--- config.mk ---
export PLATFORM = sky130hd
export DESIGN_NAME = uart_rx_fifo
export DESIGN_NICKNAME = d
export VERILOG_FILES = /design/src/rtl/uart_rx_fifo_pkg.sv /design/src/rtl/uart_rx_fifo_ram8.sv /design/src/rtl/uart_rx_fifo.sv
export SDC_FILE = /design/constraint.sdc
export NUM_CORES = 1
export LEC_CHECK = 0
export ABC_AREA = 1
export BUFFER_PORTS_ARGS = -buffer_cell sky130_fd_sc_hd__buf_4
export CAP_MARGIN = 5
export CORE_UTILIZATION = 40
export CTS_BUF_LIST = sky130_fd_sc_hd__clkbuf_8
export DETAILED_ROUTE_END_ITERATION = 8
export GPL_TIMING_DRIVEN = 0
export SLEW_MARGIN = 30
export SYNTH_ARGS = -nofsm -noshare
export SYNTH_HDL_FRONTEND = slang
export SYNTH_SLANG_ARGS = --single-unit
--- constraint.sdc ---
create_clock -name clk -period 4.4 [get_ports clk]
set_input_delay 0.88 -clock clk [delete_from_list [all_inputs] [get_ports clk]]
set_output_delay 0.88 -clock clk [all_outputs]
set_load 0.01 [all_outputs]
--- src/rtl/uart_rx_fifo_pkg.sv ---
// Shared IO-map constants and helpers for the UART receive FIFO.
// Latency: n/a (compile-time constants only).
// Backpressure: n/a.
//
// IO bit indices select the UART blocks on the rcpu IO bus.
// Status-word bit positions place the UART flags in the status read.
package uart_rx_fifo_pkg;

    // IO address bits decoded by the top-level read/write mux
    localparam int IO_UART     = 12;
    localparam int IO_MISC_IN  = 13;
    localparam int IO_UART_LVL = 14;

    // Status-word bit positions
    localparam int STAT_RXVALID = 0;
    localparam int STAT_TXREADY = 1;
    localparam int STAT_RXOVF   = 2;

    // Highest fill level at which the peer is still allowed to send.
    // Above it, HEADROOM free slots remain to absorb bytes already in flight.
    function automatic int cts_threshold(input int depth, input int headroom);
        return depth - headroom - 1;
    endfunction

endpackage

--- src/rtl/uart_rx_fifo_ram8.sv ---
// DEPTH x 8 storage for the UART receive FIFO: one write port, asynchronous read.
// Latency: write visible on rdata the cycle after we; read is combinational.
// Backpressure: none; the caller guarantees a write only targets a free slot.
//
// Ports: clk, we/waddr/wdata (write port), raddr/rdata (async read port).
// Kept as plain registers so small depths map to distributed logic, not block RAM.
module uart_rx_fifo_ram8
    import uart_rx_fifo_pkg::*;
#(
    parameter int DEPTH = 16,
    parameter int AW    = $clog2(DEPTH)
) (
    input  logic          clk,
    input  logic          we,
    input  logic [AW-1:0] waddr,
    input  logic [7:0]    wdata,
    input  logic [AW-1:0] raddr,
    output logic [7:0]    rdata
);

    logic [7:0] mem [DEPTH];

    // Contents are not reset; the FIFO masks stale data with its own count.
    always_ff @(posedge clk) begin
        if (we) begin
            mem[waddr] <= wdata;
        end
    end

    assign rdata = mem[raddr];

endmodule

--- src/rtl/uart_rx_fifo.sv ---
// UART receive byte FIFO with sticky overflow flag and registered CTS flow control.
// Latency: a pushed byte appears on rd_data/not_empty one cycle later; rd_data is show-ahead.
// Backpressure: cts drops near full; a byte arriving when full (without a pop) is dropped and sets overflow.
//
// Ports: clk, reset (sync, active-high); rx_valid/rx_data from the UART receiver;
// rd pops the head, clr_ovf clears overflow; rd_data, not_empty, full, overflow, cts.
// Optional: define UART_RX_FIFO_LEVEL_EN to add output `level` (= current fill count).
module uart_rx_fifo
    import uart_rx_fifo_pkg::*;
#(
    parameter int DEPTH    = 16,
    parameter int HEADROOM = 4
) (
    input  logic                    clk,
    input  logic                    reset,
    input  logic                    rx_valid,
    input  logic [7:0]              rx_data,
    input  logic                    rd,
    input  logic                    clr_ovf,
    output logic [7:0]              rd_data,
    output logic                    not_empty,
    output logic                    full,
    output logic                    overflow,
    output logic                    cts
`ifdef UART_RX_FIFO_LEVEL_EN
    ,
    output logic [$clog2(DEPTH):0]  level
`endif
);

    localparam int AW = $clog2(DEPTH);
    localparam logic [AW:0] DEPTH_C = (AW+1)'(DEPTH);
    localparam logic [AW:0] CTS_THR = (AW+1)'(cts_threshold(DEPTH, HEADROOM));

    if (DEPTH < 4 || DEPTH > 256 || (DEPTH & (DEPTH - 1)) != 0) begin : g_bad_depth
        $error("uart_rx_fifo: DEPTH must be a power of two in 4..256");
    end
    if (HEADROOM < 1 || HEADROOM > DEPTH - 1) begin : g_bad_headroom
        $error("uart_rx_fifo: HEADROOM must be in 1..DEPTH-1");
    end

    logic [AW-1:0] wr_ptr;
    logic [AW-1:0] rd_ptr;
    logic [AW:0]   count;
    logic          overflow_q;
    logic          cts_q;
    logic          push;
    logic          pop;
    logic          drop;
    logic [7:0]    ram_rdata;

    assign not_empty = (count != '0);
    assign full      = (count == DEPTH_C);

    // A pop in the same cycle frees the slot, so a full FIFO still accepts the byte.
    assign pop  = rd & not_empty;
    assign push = rx_valid & (~full | pop);
    assign drop = rx_valid & full & ~pop;

    always_ff @(posedge clk) begin
        if (reset) begin
            wr_ptr     <= '0;
            rd_ptr     <= '0;
            count      <= '0;
            overflow_q <= 1'b0;
            cts_q      <= 1'b1;
        end else begin
            if (push) begin
                wr_ptr <= wr_ptr + 1'b1;
            end
            if (pop) begin
                rd_ptr <= rd_ptr + 1'b1;
            end
            case ({push, pop})
                2'b10:   count <= count + 1'b1;
                2'b01:   count <= count - 1'b1;
                default: count <= count;
            endcase
            // A fresh drop wins over a clear issued in the same cycle.
            if (drop) begin
                overflow_q <= 1'b1;
            end else if (clr_ovf) begin
                overflow_q <= 1'b0;
            end
            // Registered from the current count, so cts lags the fill level by one cycle.
            cts_q <= (count <= CTS_THR);
        end
    end

    uart_rx_fifo_ram8 #(
        .DEPTH (DEPTH),
        .AW    (AW)
    ) u_ram (
        .clk   (clk),
        .we    (push & ~reset),
        .waddr (wr_ptr),
        .wdata (rx_data),
        .raddr (rd_ptr),
        .rdata (ram_rdata)
    );

    // Memory is not cleared on reset, so mask the head when nothing is stored.
    assign rd_data  = not_empty ? ram_rdata : 8'h00;
    assign overflow = overflow_q;
    assign cts      = cts_q;

`ifdef UART_RX_FIFO_LEVEL_EN
    assign level = count;
`endif

endmodule

# After elaboration in Yosys (flattened, before gate mapping)
# Memory sizes are Yosys's and may differ from the RTL's. A register that Yosys moved wholly into a read port is not among the register bits.
# Index checks and enable logic that the tools add are counted.
[op_classes] n_eq_ne=3 reduce_logical=3 add_sub_neg=4 bitwise_logic=9 magnitude_cmp=1 muxes=8
[op_table] op="5-bit one-hot mux with 2 select lines" n=1
[op_table] op="4-bit by 1-bit adder with 4-bit output (second input constant)" n=2
[op_table] op="4-bit two-way mux" n=2
[op_table] op="8-bit two-way mux" n=1
[op_table] op="5-bit by 1-bit adder with 5-bit output (second input constant)" n=1
[op_table] op="1-bit AND" n=5
[op_table] op="5-bit == test (second input constant)" n=1
[op_table] op="5-bit by 4-bit less-or-equal comparator with 1-bit output (second input constant)" n=1
[op_table] op="5-bit nonzero test" n=1
[op_table] op="5-bit by 1-bit subtractor with 5-bit output (second input constant)" n=1
[op_table] op="1-bit two-way mux" n=4
[op_table] op="2-bit nonzero test" n=2
[op_table] op="1-bit inverter" n=3
[op_table] op="2-bit by 1-bit == test with 1-bit output (second input constant)" n=1
[op_table] op="2-bit == test (second input constant)" n=1
[op_table] op="1-bit bitwise OR" n=1
[totals] output_inout_bits=12 word_cells=34 ram_bits=128 in_bits=13 reg_bits=15 memories=1
[memory_table] name="u_ram.mem" words=16 width=8 read_ports=1 rd_clocked_by_memory_dff=1 wr=1 line_no="uart_rx_fifo_ram8.sv:21" text="logic [7:0] mem [DEPTH];"

# Depth between registers and ports, before layout
# Gate-level depths: netlist of run 1.
[depth] ltp_word=7 ltp_mapped=15

# Hierarchy
# From an unflattened synthesis of run 1, not the netlist that was laid out.
[unflattened] cells_unflattened=690 area_unflattened_um2=6571.3
[modules_own_cells] module="uart_rx_fifo_ram8" seq_area_each_um2=3843.7 area_each_um2=5606.6 cells_per_inst=543 instances=1
[modules_own_cells] module="uart_rx_fifo" seq_area_each_um2=300.3 area_each_um2=964.7 cells_per_inst=147 instances=1

# Least setup slack after synthesis of run 1
# No wires, ideal clock.
[synth_path] kind="register to output" startpoint="register (tool-made name)" endpoint="output rd_data[2]" required_time_ns=3.520 path_stages_with_launch=10 arrival_ns=1.303 path_buffers=2 slack_ns=2.217 path_cell_list="dfxtp_1 -> buf_2 -> inv_2 -> buf_2 -> nor2_1 -> o22ai_1 -> nor2_1 -> nor2_1 -> o21ai_0 -> a21oi_1"
[synth_lines] element="end: declaration" line_no="uart_rx_fifo.sv:20" text="output logic [7:0] rd_data,"

==> results of run 1 <==
## tightest hold or removal path: cells and delay by family, from the launching register on
family | cells | cell delay [ns]
and+or+nand+nor | 1 | 0.07
AOI/OAI and AO/OA | 1 | 0.06
DFF | 1 | 0.32
## worst max-delay path by stage
stage,endpoint,start,cells after the start
3_5_place_dp,rd_data[4],register,7
5_1_grt,rd_data[4],register,7
2_1_floorplan,rd_data[2],register,9
4_1_cts,rd_data[4],register,7
3_3_place_gp,rd_data[4],register,7
6_report,rd_data[4],register,7
## cells by family (layout without fill, tap and decap cells)
family                     after synthesis  count (layout)
AOI/OAI and AO/OA                      127             127
DFF                                    147             147
and+or+nand+nor                        163             163
xor gates and xnor gates                 1               1
adders and majority gates                7               7
buffers and inverters                   54             110
## power breakdown
part	switching (W)	internal [W]	leakage [nW]	total, W
Sequential	0.0000272	0.00155	1.31	0.00157
Combinational	0.000476	0.000229	0.852	0.000706
Clock	0.000479	0.000601	0.204	0.00108
## final cells by class
cell class                 instances  share of cell area
tap                              184              0.0337
inverter                          30              0.0165
timing repair buffer              24              0.0264
sequential                       147               0.618
clock buffer                      17              0.0342
multi-input combinational        298               0.231
clock inverter                    15              0.0249
buffer                            24              0.0154
## routing by layer
| layer | global-route usage | vias up |
|---|---|---|
| li1 | - | 1902 |
| met2 | 0.320 | 157 |
| met4 | 0.0936 | 0 |
| met5 | 0 | - |
| met1 | 0.261 | 2031 |
| met3 | 0.0477 | 30 |
## synthesized netlist by cell type (6+ instances only)
cell type,n
nand3_1,24
ha_1,7
inv_1,25
o22ai_1,6
o221ai_1,26
edfxtp_1,128
clkbuf_1,12
nor2_1,96
a21oi_1,17
buf_2,11
nand2_1,27
dfxtp_1,19
o21ai_0,70
## state kept, by name, summed over array words and instances, names as in the netlist, named ones only
signal / count
u_ram.mem: 128
count: 5
rd_ptr: 4
wr_ptr: 4
cts: 1
overflow: 1
## stage by stage
step / area (µm²) / hold slack, ns / cells
global route: 6830 / 0.541 / 739
global placement: 6430 / 0.456 / 707
detailed placement: 6430 / 0.482 / 707
finish: 6830 / 0.491 / 739
floorplan: 6020 / 0.460 / 499
CTS: 6830 / 0.497 / 739
==> results.txt, run 1 <==
Leading cell type in the layout, fill and taps excluded -> edfxtp_1
Complex-gate fraction of the synthesized area -> 0.127
CP peak stage delay -> 0.58 ns
CTS Buf Count -> 17
Final period utilization -> 0.845
Worst Hold Class -> reg2reg
Core Area -> 14600 µm²
Routed vias -> 4120
Layout cells sized above 1 -> 0.148
Area occupied by multi-input gates -> 1580 µm²
Sink Count -> 147
Hold path cells -> 2
Critical Path RT -> 3.52 ns
Die Height -> 125 µm
Vias in the first global route -> 3898
RSZ-0062 raised after global routing -> false
Final Total Pwr -> 0.00336 W
Min-delay src -> overflow$_SDFFE_PP0P_
Post-DP HPWL -> 9.72 mm
# diodes -> 0
Routability cong. -> 0.876
DP Worst Slack -> 1.24 ns
Post CTS Setup Buffer Count -> 0
Post-synth ARST share -> 0
Clock slew at reported path FFs -> 0.08 ns
CTS H-tree lvls -> 4
Die W -> 125 µm
DR vias/cell -> 5.58
Reg2reg start -> count[0]$_SDFFE_PP0P_
FILL cells -> 1313
Netlist area before placement -> 6020 µm²
Critical Path Most Common Cell -> clkbuf_1
Die area -> 15500 µm²
Clock Skew -> 0.0104 ns
Grt total ovfl -> 0
Hold endpoint -> overflow$_SDFFE_PP0P_
Relative slew slack -> 0.389
Count of final setup violators -> 0
Number of routed nets with antenna violations -> 0
Final Hold Viols -> 0
Syn-to-layout area delta -> 13.5%
Critical path endpoint category -> output port
CP cell instances -> clkbuf_1, inv_1, clkbuf_1, o221ai_1, nand3_1, a21oi_1, buf_4
First-pass GRT wire length -> 22.7 mm
Top sig layer -> met4
Num rows -> 44
DRT Wirelength -> 14.9 mm
Outcome -> complete, no violations
DRT iter0 DRCs -> 419
Crit start category -> register
Number of top-level pins -> 25
Max clock buf depth -> 2
Synth Area in Adders -> 0.0146
Max Cap Viol -> 0
Syn Area/Cell -> 12.1 µm²
Post-cts resize count -> 0
FF/Latch Area -> 4220 µm²
Synthesized flop and latch total -> 147
Worst-Margin Slew -> 0.913 ns
Routed wl met3 -> 969 µm
Area share of xor/xnor cells in the synthesized design -> 0.00146
Mux cell area share after synthesis -> 0
Remaining DRCs -> 0
R2R depth -> 6
Syn Inst Count -> 499
Largest family of logic cells by synthesized area -> compound AO/OA/AOI/OAI gates
Sum Neg Setup Slack -> 0 ns
Critical-path maximum fanout -> 10
PwrDens -> 492 nW/µm²
TritonCTS clock tree -> yes
Crit path max-delay family -> buffers and inverters
Achievable Freq -> 269 MHz
CP Buf/Inv Count -> 4
Largest net degree at the start of global routing -> 17
Root Buffer -> clkbuf_8
Cell variety after synth -> 30
Layout Nets -> 562
Final Max Tran Viols -> 0
Final worst slack -> 0.683 ns
LEAKAGE -> 2.37 nW
Reg2Reg Setup Slack -> 2.15 ns
Simple-gate portion of the synthesized area -> 0.119
Arrival time worst endpoint -> 2.84 ns
Post-DR wirelength/cell -> 20.2 µm
Initial antenna violation count -> 0
Synth area leaders -> edfxtp_1 64%, dfxtp_1 6.3%, nor2_1 6.0%
Hold-fix buffers, CTS -> 0
Synth area leader -> edfxtp_1
Met1 wire length -> 6.48 mm
Fin util -> 0.468
Pre-antenna DRT Iters -> 5
Synth top area share -> 0.639
R2R Path End -> u_ram.mem[7][3]$_DFFE_PP_
Sequential share of the synthesized area -> 0.702
Predominant post-synthesis flop cell -> edfxtp_1
Met2 routed WL -> 7.02 mm
Buffers added on ports -> 24
Yosys Warn Count -> 0
Critical path type -> reg2out
Initial Utilization -> 0.413
CP max stage cell -> clkbuf_1
Synthesized Nets -> 519
Peak VDD IR -> 0.209 mV
Post-layout minimum cycle time -> 3.72 ns
Clock Latency Late Sink -> 0.45 ns
Post-synth EDFFs -> 128
Most frequent cells in the layout -> 128 x edfxtp_1, 96 x nor2_1, 70 x o21ai_0, 27 x nand2_1, 26 x o221ai_1
Total track usage -> 0.202
Note: power is estimated with default switching activity, not from simulation.
==> inputs of run 2 (changes only) <==
==> constraint.sdc (replaced) <==
create_clock -name clk -period 3.4 [get_ports clk]
set_input_delay 0.68 -clock clk [delete_from_list [all_inputs] [get_ports clk]]
set_output_delay 0.68 -clock clk [all_outputs]
set_load 0.01 [all_outputs]
==> results.txt, run 2 (synthesized netlist as in run 1, its figures left out) <==
Outcome -> complete, no violations
Largest regs -> u_ram.mem: 128 flops, count: 5 flops
Post CTS Setup Buffer Count -> 0
Remaining DRCs -> 0
Layout cells sized above 1 -> 0.150
Die area -> 15500 µm²
Peak VDD IR -> 0.274 mV
Buffers added on ports -> 24
Switching share of power -> 0.292
Routed vias -> 4084
Post-layout minimum cycle time -> 3.24 ns
Critical-path maximum fanout -> 10
Critical path type -> reg2out
Biggest register -> u_ram.mem
CP cell instances -> inv_1, clkbuf_1, o21ai_0, o221ai_1, nand3_1, a21oi_1, buf_4
Final Hold Viols -> 0
CP peak stage delay -> 0.39 ns
Hold path cells -> 2
Critical path endpoint category -> output port
Final period utilization -> 0.952
Vias in the first global route -> 3898
Syn-to-layout area delta -> 13.5%
Cell Int Power -> 0.00308 W
Seq pwr share -> 0.470
Crit start category -> register
Pre-antenna DRT Iters -> 5
CTS Buf Count -> 17
First-pass GRT wire length -> 22.7 mm
R2R depth -> 6
Power share of the combinational group -> 0.210
Reg2Reg Setup Slack -> 1.13 ns
Final worst slack -> 0.163 ns
Count of final setup violators -> 0
Initial Utilization -> 0.413
Hold-fix buffers, CTS -> 0
TritonCTS clock tree -> yes
Routability cong. -> 0.876
Hold endpoint -> overflow$_SDFFE_PP0P_
Clock slew at reported path FFs -> 0.08 ns
Arrival time worst endpoint -> 2.56 ns
Critical Path RT -> 2.72 ns
Total track usage -> 0.202
Clock Latency Late Sink -> 0.45 ns
Leading cell type in the layout, fill and taps excluded -> edfxtp_1
Achievable Freq -> 309 MHz
Sum Neg Setup Slack -> 0 ns
DR vias/cell -> 5.53
DP Worst Slack -> 0.436 ns
Most frequent cells in the layout -> 128 x edfxtp_1, 96 x nor2_1, 70 x o21ai_0, 27 x nand2_1, 26 x o221ai_1
Initial antenna violation count -> 0
Number of top-level pins -> 25
RSZ-0062 raised after global routing -> false
Largest net degree at the start of global routing -> 17
LEAKAGE -> 2.37 nW
Max Cap Viol -> 0
Num rows -> 44
Layout Nets -> 561
Die Height -> 125 µm
Clock power frac -> 0.321
DRT iter0 DRCs -> 476
Final Max Tran Viols -> 0
Worst-Margin Slew -> 0.913 ns
DRT Wirelength -> 14.9 mm
CTS H-tree lvls -> 4
Min-delay src -> reset
Post-DP HPWL -> 9.72 mm
Grt total ovfl -> 0
Sink Count -> 147
R2R Path End -> u_ram.mem[7][3]$_DFFE_PP_
Reg2reg start -> count[0]$_SDFFE_PP0P_
CP max stage cell -> clkbuf_1
Post-DR wirelength/cell -> 20.3 µm
Max clock buf depth -> 2
Net Switching -> 0.00127 W
# diodes -> 0
Core Area -> 14600 µm²
Relative slew slack -> 0.389
Number of routed nets with antenna violations -> 0
Clock Skew -> 0.00977 ns
Worst Hold Class -> in2reg
Die W -> 125 µm
Max reg flops -> 128
PwrDens -> 636 nW/µm²
Root Buffer -> clkbuf_8
run 2: cell count changes in the layout (fill, tap and decap cells not counted), sizes merged:
cell / delta
clkbuf: -1
run 2: power by group through the flow:
stage | Combinational (W) | Sequential (W) | Clock [W]
detailed placement | 0.000900 | 0.00208 | 0
floorplan | 0.000546 | 0.00207 | 0
finish | 0.000911 | 0.00204 | 0.00139
global route | 0.000996 | 0.00204 | 0.00149
global placement | 0.000879 | 0.00208 | 0
CTS | 0.000903 | 0.00204 | 0.00142
run 2: cell type report:
cell class / count / area [µm²]
fillers: 1310 / 7760
flip-flops and latches: 147 / 4220
multi-input cells: 298 / 1580
clock buffers: 17 / 234
well taps: 184 / 230
repair buffers: 24 / 180
clock inverters: 15 / 170
inverters: 30 / 113
plain buffers: 23 / 103
run 2: timing repair:
item	4_1_cts	5_1_grt
endpoints found under the hold margin	0	0
gates cloned	0	0
gates resized for setup	1	0
endpoints found under the setup margin	4	3
run 2: worst max-delay path, delay by kind of cell (launching register included):
family | cells | cell delay (ns)
AND/OR/NAND/NOR | 1 | 0.22
buffers and inverters | 3 | 0.72
AO/OA/AOI/OAI | 3 | 0.77
flip-flops | 1 | 0.38
run 2: stage by stage:
stage	instances	utilization	power, W	area (µm²)	hold WS [ns]
3_3_place_gp	707	0.441	0.00296	6430	0.456
5_1_grt	738	0.468	0.00453	6830	0.437
3_5_place_dp	707	0.441	0.00298	6430	0.482
6_report	738	0.468	0.00435	6830	0.444
4_1_cts	739	0.468	0.00436	6830	0.421
2_1_floorplan	499	-	0.00262	6020	0.460
run 2: worst max-delay path by stage:
stage,startpoint,end
3_5_place_dp,register,rd_data[4]
3_3_place_gp,register,rd_data[4]
6_report,register,rd_data[2]
5_1_grt,register,rd_data[2]
2_1_floorplan,register,rd_data[2]
4_1_cts,register,rd_data[4]
run 2: routing by layer:
metal | track usage | up-vias | share of wire
li1 | - | 1896 | -
met1 | 0.261 | 1998 | 0.43
met2 | 0.320 | 158 | 0.47
met3 | 0.0477 | 32 | 0.073
met4 | 0.0936 | 0 | 0.032
met5 | 0 | - | 0
==> inputs of run 3 (changes only) <==
--- a/config.mk
+++ b/config.mk
@@ -8,10 +8,11 @@
 export ABC_AREA = 1
 export BUFFER_PORTS_ARGS = -buffer_cell sky130_fd_sc_hd__buf_4
 export CAP_MARGIN = 5
-export CORE_UTILIZATION = 40
+export CORE_UTILIZATION = 50
 export CTS_BUF_LIST = sky130_fd_sc_hd__clkbuf_8
 export DETAILED_ROUTE_END_ITERATION = 8
 export GPL_TIMING_DRIVEN = 0
+export PLACE_DENSITY = 0.69
 export SLEW_MARGIN = 30
 export SYNTH_ARGS = -nofsm -noshare
 export SYNTH_HDL_FRONTEND = slang
==> results.txt, run 3 (synthesized netlist as in run 1, its figures left out) <==
Post-layout minimum cycle time -> 3.21 ns
Switching share of power -> 0.307
DRT Wirelength -> 14.4 mm
FILL cells -> 960
Largest regs -> u_ram.mem: 128 flops, count: 5 flops
Final period utilization -> 0.944
Grt total ovfl -> 0
Vias in the first global route -> 4029
Area occupied by multi-input gates -> 1580 µm²
Post-DR wirelength/cell -> 20.6 µm
Clock power frac -> 0.314
Seq pwr share -> 0.474
Post-route cell area -> 6780 µm²
Initial Utilization -> 0.520
Outcome -> finished with violations
Worst setup path end -> rd_data[5]
Reg2reg start -> count[3]$_SDFFE_PP0P_
Power share of the combinational group -> 0.212
Layout cells sized above 1 -> 0.160
Total track usage -> 0.244
RSZ-0062 raised after global routing -> false
Clock Latency Late Sink -> 0.44 ns
Number of routed nets with antenna violations -> 0
Critical path endpoint category -> output port
Num rows -> 39
Sum Neg Setup Slack -> 0 ns
Leading cell type in the layout, fill and taps excluded -> edfxtp_1
Crit start category -> register
Syn-to-layout area delta -> 12.7%
DRT iter0 DRCs -> 507
R2R Path End -> u_ram.mem[14][7]$_DFFE_PP_
Most frequent cells in the layout -> 128 x edfxtp_1, 96 x nor2_1, 70 x o21ai_0, 27 x nand2_1, 26 x o221ai_1
Die Height -> 112 µm
Final Max Tran Viols -> 0
Layout Nets -> 562
Core Area -> 11600 µm²
Hold WS -> 0.461 ns
Pre-antenna DRT Iters -> 7
Die area -> 12500 µm²
Initial antenna violation count -> 0
Relative slew slack -> 0.381
Root Buffer -> clkbuf_8
First-pass GRT wire length -> 22.2 mm
Failing checks -> DRC
Fin util -> 0.586
Worst-Margin Slew -> 0.926 ns
FF/Latch Area -> 4220 µm²
Peak VDD IR -> 0.388 mV
Final Hold Viols -> 0
Clock Skew -> 0.0123 ns
Buffers added on ports -> 24
CTS H-tree lvls -> 4
TritonCTS clock tree -> yes
Arrival time worst endpoint -> 2.53 ns
DR vias/cell -> 5.91
Reg2Reg Setup Slack -> 1.12 ns
Number of top-level pins -> 25
Largest net degree at the start of global routing -> 17
Net Switching -> 0.00132 W
Achievable Freq -> 312 MHz
Clock slew at reported path FFs -> 0.08 ns
Critical-path maximum fanout -> 10
Max Cap Viol -> 0
Routability cong. -> 0.900
Critical Path RT -> 2.72 ns
CTS Buf Count -> 17
Placed inst area -> 6380 µm²
Sink Count -> 147
Max clock buf depth -> 2
Min-delay src -> reset
Post CTS Setup Buffer Count -> 0
Count of final setup violators -> 0
Post-DP HPWL -> 9.53 mm
Max reg flops -> 128
LEAKAGE -> 2.35 nW
Critical path type -> reg2out
Cell Int Power -> 0.00298 W
R2R depth -> 6
Worst Hold Class -> in2reg
Remaining DRCs -> 1
PwrDens -> 634 nW/µm²
Biggest register -> u_ram.mem
Die W -> 112 µm
# diodes -> 0
Routed vias -> 4122
-- run 3: cell types whose count changed in the layout (fill, tap and decap cells not counted) --
cell | before | now
inv_6 | 0 | 3
clkbuf_1 | 10 | 11
clkbuf_8 | 17 | 18
clkinv_2 | 4 | 1
bufinv_16 | 4 | 2
clkinvlp_4 | 1 | 6
clkinv_1 | 6 | 0
clkinv_4 | 0 | 2
-- run 3: cell type report --
class | instances | area share
Clock inverter | 14 | 0.0227
Sequential cell | 147 | 0.623
Tap cell | 143 | 0.0264
Timing Repair Buffer | 24 | 0.0266
Inverter | 30 | 0.0166
Multi-Input combinational cell | 298 | 0.233
Clock buffer | 18 | 0.0365
Buffer | 24 | 0.0157
-- run 3: worst max-delay path: stages (launching register included) --
cell      delay (ns)
dfxtp_1         0.31
clkbuf_1        0.43
inv_1           0.30
clkbuf_2        0.32
o221ai_1        0.21
nand3_1         0.15
a21oi_1         0.21
buf_4           0.15
-- run 3: power groups by stage --
stage	clock network (W)	logic (W)	registers [W]
global placement	0	0.000869	0.00208
finish	0.00135	0.000910	0.00204
detailed placement	0	0.000893	0.00208
floorplan	0	0.000546	0.00207
CTS	0.00136	0.000895	0.00204
global route	0.00143	0.000976	0.00204
-- run 3: metrics by stage --
stage	power, W	setup slack (ns)	cells
floorplan	0.00262	1.42	499
global placement	0.00294	0.626	666
detailed placement	0.00297	0.559	666
CTS	0.00429	0.0683	698
global route	0.00445	0.120	698
finish	0.00430	0.191	698
-- run 3: per-layer routing --
layer / vias up / GRT usage / routed length [µm]
li1: 1905 / - / -
met1: 1977 / 0.317 / 6040
met2: 207 / 0.388 / 6840
met3: 33 / 0.0512 / 1060
met4: 0 / 0.124 / 467
met5: - / 0 / 0
-- run 3: worst min-delay path by stage --
| stage | to | cells after the start |
|---|---|---|
| final | overflow$_SDFFE_PP0P_ | 2 |
| after global routing | overflow$_SDFFE_PP0P_ | 2 |
| after floorplan | register | 2 |
| after global placement | overflow$_SDFFE_PP0P_ | 2 |
| after CTS | overflow$_SDFFE_PP0P_ | 2 |
| after detailed placement | overflow$_SDFFE_PP0P_ | 2 |
-- run 3: timing repair --
action | CTS | global route
resized for setup | 0 | 2
endpoints found under the setup margin | 0 | 1
hold buffers | 0 | 0
